==> src/rtl/demux_1x2_8bits.sv <==
// rtl/demux_1x2_8bits.sv - RX 1:2 byte demux, slot selector phase-locked to TX mux by common reset
// Optional pair-aligned release under `DEMUX_PAIR_ALIGN_EN.
module demux_1x2_8bits #(
  parameter int DATA_W = 8,
  parameter int CNT_W  = 8
) (
  input  logic              clk,
  input  logic              reset_L,
  input  logic [DATA_W-1:0] data_in,
  input  logic              valid_in,
  output logic [DATA_W-1:0] data_out0,
  output logic              valid_out0,
  output logic [DATA_W-1:0] data_out1,
  output logic              valid_out1,
  output logic              sel_phase,
  output logic [CNT_W-1:0]  byte_cnt0,
  output logic [CNT_W-1:0]  byte_cnt1,
  output logic              pair_err
);

  logic              sel;
  logic              deliver0;
  logic              deliver1;
  logic [DATA_W-1:0] next_data0;
  logic [DATA_W-1:0] next_data1;

  assign sel_phase = sel;

  // Free-running: must toggle regardless of valid_in to stay in step with TX.
  always_ff @(posedge clk) begin
    if (!reset_L) begin
      sel <= 1'b0;
    end else begin
      sel <= ~sel;
    end
  end

`ifdef DEMUX_PAIR_ALIGN_EN
  logic [DATA_W-1:0] hold_data;
  logic              hold_valid;
  logic              err_next;

  always_comb begin
    deliver0   = 1'b0;
    deliver1   = 1'b0;
    err_next   = 1'b0;
    next_data0 = hold_data;
    next_data1 = data_in;
    if (sel) begin
      deliver0 = valid_in & hold_valid;
      deliver1 = valid_in & hold_valid;
      // Either half of the pair missing drops whatever is present.
      err_next = valid_in ^ hold_valid;
    end
  end

  always_ff @(posedge clk) begin
    if (!reset_L) begin
      hold_data  <= '0;
      hold_valid <= 1'b0;
      pair_err   <= 1'b0;
    end else begin
      pair_err <= err_next;
      if (!sel) begin
        hold_valid <= valid_in;
        if (valid_in) begin
          hold_data <= data_in;
        end
      end else begin
        hold_valid <= 1'b0;
      end
    end
  end
`else
  always_comb begin
    deliver0   = valid_in & ~sel;
    deliver1   = valid_in & sel;
    next_data0 = data_in;
    next_data1 = data_in;
  end

  assign pair_err = 1'b0;
`endif

  // Data registers hold between deliveries; only the qualifiers pulse.
  always_ff @(posedge clk) begin
    if (!reset_L) begin
      data_out0  <= '0;
      data_out1  <= '0;
      valid_out0 <= 1'b0;
      valid_out1 <= 1'b0;
      byte_cnt0  <= '0;
      byte_cnt1  <= '0;
    end else begin
      valid_out0 <= deliver0;
      valid_out1 <= deliver1;
      if (deliver0) begin
        data_out0 <= next_data0;
        byte_cnt0 <= byte_cnt0 + CNT_W'(1);
      end
      if (deliver1) begin
        data_out1 <= next_data1;
        byte_cnt1 <= byte_cnt1 + CNT_W'(1);
      end
    end
  end

endmodule
==> config.mk <==
export PLATFORM = sky130hd
export DESIGN_NAME = demux_1x2_8bits
export DESIGN_NICKNAME = d
export VERILOG_FILES = /design/src/rtl/demux_1x2_8bits.sv
export SDC_FILE = /design/constraint.sdc
export NUM_CORES = 1
export LEC_CHECK = 0
export ABC_AREA = 0
export BUFFER_PORTS_ARGS = -buffer_cell sky130_fd_sc_hd__buf_2
export CORE_MARGIN = 2
export CORE_UTILIZATION = 45
export CTS_BUF_LIST = sky130_fd_sc_hd__clkbuf_2
export DETAILED_ROUTE_END_ITERATION = 12
export GPL_TIMING_DRIVEN = 0
export PLACE_DENSITY = 0.73
export SYNTH_ARGS = -nofsm -noshare
export SYNTH_HDL_FRONTEND = slang
export SYNTH_SLANG_ARGS = --single-unit
==> constraint.sdc <==
create_clock -name clk -period 2.4 [get_ports clk]
set_input_delay 0.12 -clock clk [delete_from_list [all_inputs] [get_ports clk]]
set_output_delay 0.12 -clock clk [all_outputs]
set_load 0.005 [all_outputs]
# --- After elaboration in Yosys (flattened, before gate mapping) ---
# Cells that the tools add are included.
# Widths: inputs -> output; s select.
totals:
  register_bits: 35
  input_bits: 11
  output_inout_bits: 36
  word_cells: 12
classes:
  n_addsub: 2
  bitwise: 3
ops:
  columns: ["cell", "n"]
  rows:
  - ["$add 8x1->8 const B", 2]
  - ["$and 1x1->1", 2]
  - ["$not 1->1", 1]

# --- Logic depth before layout (Yosys ltp) ---
depth:
  word_depth: 2
  mapped_depth: 5
  ltp_nobuf: 4

# --- Least setup slack after synthesis ---
# No wires, ideal clock.
synth_path:
  path_type: "register -> register"
  startpoint: "reg sel, in the netlist sel_phase"
  endpoint: "reg byte_cnt0[7]"
  setup_time_ns: 0.071
  arrival_time_ns: 1.201
  required_ns: 2.329
  slack_ns: 1.128
  stages_incl_launch_ff: 5
  n_path_buf: 1
  synth_period_minus_slack_ns: 1.272
  path_cell_list: "dfxtp_1 -> buf_6 -> nand4b_4 -> or4_1 -> a21oi_1"
synth_between:
  elab_chain_len: 2
synth_rtl:
  columns: ["element", "line", "source"]
  rows:
  - ["start, declared", "21", "logic sel;"]
  - ["start signal, assigned", "34", "sel <= ~sel;"]
  - ["$not 1->1", "76", "deliver0 = valid_in & ~sel;"]
  - ["$and 1x1->1", "76", null]
  - ["end signal, assigned", "99", "byte_cnt0 <= byte_cnt0 + CNT_W'(1);"]
  - ["end, declared", "16", "output logic [CNT_W-1:0] byte_cnt0,"]
# No other way between the ends.
# A chain may end at the register's enable or synchronous reset.

# --- Worst setup path in the final report ---
layout_path:
  startpoint: "reg byte_cnt0[0]"
  endpoint: "reg byte_cnt0[4]"
layout_between:
  elab_chain_len: 1
layout_rtl:
  columns: ["element", "line"]
  rows:
  - ["$add 8x1->8", "99"]
# No other way between the ends.

==> impl_metrics.tcl <==
set metrics [dict create \
    cp.arrival_ps 1770 \
    ys_types 24 \
    required_ps 2700 \
    rows 19 \
    portBuffers 44 \
    synth_simple_gate_area_share_pct 23.8 \
    avgSynthCellArea_um2 8.39 \
    status "finished, violations left" \
    grt_max_degree 11 \
    clock.fmax_mhz 681 \
    min_path_cells 3 \
    synthAdderAreaFrac_pct 1.85 \
    end_kind "flip-flop" \
    cp_num_buf_inv 0 \
    syn_area_um2 1350 \
    multi_input_area_um2 581 \
    switching_power_mw 0.260 \
    viasPerCell 5.19 \
    grt.total_usage_pct 20.1 \
    num_antenna_cells 0 \
    die_area_um2 3460 \
    regArea_um2 701 \
    p_seq_share_pct 62.1 \
    dr.pass1.iters 8 \
    layout-drive-gt1-share_pct 26.2 \
    violations "design-rule violations" \
    worst_clock_skew_ps 7.16 \
    start_util_pct 48.2 \
    ys_seq_area_share_pct 51.9 \
    dp.cells 236 \
    final.setup.tns_ps 0 \
    slowest_delay_ps 480 \
    p_int_mw 0.733 \
    vias 1307 \
    area_growth_pct 28.1 \
    peakVddDrop_v 0.000365 \
    critPathTopFamily "simple AND/OR/NAND/NOR gates" \
    cap_violations 0 \
    wl_per_cell_um 12.8 \
    synth_compound_area_share_pct 14.4 \
    cts.sinks 35 \
    cts_made_buffers 5 \
    hold_ws_ps 73.0 \
    criticalPathCategory "flip-flop to flip-flop" \
    cp_slowest_cell "dfxtp_1" \
    swShare_pct 26.1 \
    gp_congestion 0.737 \
    hold_viol 0 \
    crit_chain "ha_1 > nand3b_1 > or3_1 > a21oi_1" \
    combPwrFrac_pct 10.9 \
    hold_path.class "primary input to flip-flop" \
    die_x_um 58.8 \
    finalPower_mw 0.993 \
    ys_ff_latch 35 \
    syn_nets 174 \
    r2r_end "byte_cnt0[4]" \
    cp-start-kind "flip-flop" \
    min_period_ps 1470 \
    final_cells 252 \
    hp-start "reset_L" \
    power_leakage_nw 0.781 \
    setup_viol 0 \
    postCtsSetupBuffers 0 \
    fin_crit_sh_pct 61.2 \
    drc 2 \
    synth_cells 161 \
    cts_root_buffer "clkbuf_2" \
    grt_pass1_wl_mm 5.30 \
    antenna_found_initial 0 \
    hpwlAfterDp_mm 2.31 \
    synth_top_family_by_area "simple AND/OR/NAND/NOR gates" \
    gr-total-overflow 0 \
    fin_util_pct 61.7 \
    clockBufferDepth 2 \
    drt.antenna.violating_nets 0 \
    coreArea_um2 2810 \
    drt-total-wl_mm 3.24 \
    yosys_warnings 0 \
    slew_viol_final 0 \
    layout.nets 233 \
    clk_pin_slew_worst_paths_ps 170 \
    crit_path_max_fanout 5 \
    regToRegStartpoint "byte_cnt0[0]" \
    io_pins 47 \
    die_h_um 58.8 \
    rrSetupSlack_ps 930 \
    fillers 258 \
    synth_xor_xnor_area_share_pct 2.59 \
    holdPathEnd "data_out1[7]" \
    grt_pass1_vias 1244 \
    pwr_density_cell_nw_per_um2 574 \
    r2r_cells 4 \
    muxShareOfSynthArea_pct 0 \
    cts_tree "built" \
    rsz0062_at_grt "false" \
    p_clk_share_pct 26.9 \
    clock_latency_ps 370 \
    htreeDepth 2 \
    initialDrtViolationCount 46 \
]
## cell families after synthesis
family          Yosys count
simple gates             67
buf+inv                  14
fa+ha+maj                 2
other cells               1
flops                    35
xor+xnor                  4
compound gates           38
## power by group through the flow
stage | clock [mW] | combinational [mW] | sequential [mW]
2_1_floorplan | 0 | 0.0532 | 0.630
3_3_place_gp | 0 | 0.0951 | 0.628
3_5_place_dp | 0 | 0.0992 | 0.629
4_1_cts | 0.272 | 0.109 | 0.617
5_1_grt | 0.305 | 0.121 | 0.620
6_report | 0.268 | 0.108 | 0.617
## repair_timing
action	in CTS	in global routing
hold buffers	8	0
hold endpoints to repair	16	0
gates resized for setup	0	0
## state kept, by name, indices dropped and copies added (netlist names)
name and flops:
data_out1 8, sel_phase 1, byte_cnt0 8, byte_cnt1 8, valid_out1 1, data_out0 8, valid_out0 1
## layout make-up
type	instances	share of cell area [%]
Multi-Input combinational cell	112	33.6
Buffer	9	2.96
Inverter	5	1.08
Timing Repair Buffer	52	17.4
Clock buffer	7	2.02
Clock inverter	1	0.289
Tap cell	31	2.24
Sequential cell	35	40.5
## cell usage after synthesis (all sizes together)
master | number | area [µm²]
nand3b | 1 | 7.51
o21ai | 8 | 40.0
a21oi | 28 | 140
xnor2 | 4 | 35.0
nor2b | 1 | 6.26
o31ai | 2 | 15.0
or4 | 2 | 15.0
inv | 4 | 15.0
ha | 2 | 25.0
nand2b | 1 | 6.26
or3 | 8 | 50.1
nand4b | 1 | 23.8
clkbuf | 4 | 15.0
clkinv | 1 | 3.75
conb | 1 | 3.75
and2 | 1 | 6.26
buf | 5 | 36.3
nand2 | 39 | 146
nor2 | 7 | 26.3
dfxtp | 35 | 701
nand3 | 3 | 15.0
nand4 | 3 | 18.8
## worst max path at each step
stage	depth (start not counted)	startpoint	endpoint
3_3_place_gp	4	byte_cnt0[0]	byte_cnt0[6]
4_1_cts	4	byte_cnt0[0]	byte_cnt0[4]
3_5_place_dp	4	byte_cnt0[0]	byte_cnt0[4]
2_1_floorplan	4	sel_phase	byte_cnt0[7]
5_1_grt	4	byte_cnt0[0]	byte_cnt0[4]
6_report	4	byte_cnt0[0]	byte_cnt0[4]
## tightest hold or removal path, stage by stage
cell      delay, ps
buf_2           100
clkinv_1        140
a21oi_1          50
## placed cells by master (no fill, tap or decap), types with 7 or more instances in the layout
master	netlist	final
o21ai_0	8	8
clkbuf_2	0	7
dfxtp_1	35	35
or3_1	8	8
buf_2	2	46
a21oi_1	28	28
dlygate4sd3_1	0	8
nand2_1	39	39
nor2_1	7	7
## through the flow
stage | worst slack (ps) | instance area (µm²)
after global placement | 1050 | 1610
after floorplan | 1130 | 1350
final | 931 | 1730
after CTS | 935 | 1730
after global routing | 843 | 1730
after detailed placement | 982 | 1610
## routing by layer
layer | vias up | part of all wire, % | global-route usage [%]
met5 | - | 0 | 0
met4 | 0 | 1.1 | 4.87
met3 | 6 | 5.9 | 6.15
met2 | 49 | 50 | 36.3
met1 | 595 | 43 | 23.0
li1 | 657 | - | -
No activity file was read; power rests on OpenSTA's default activity.
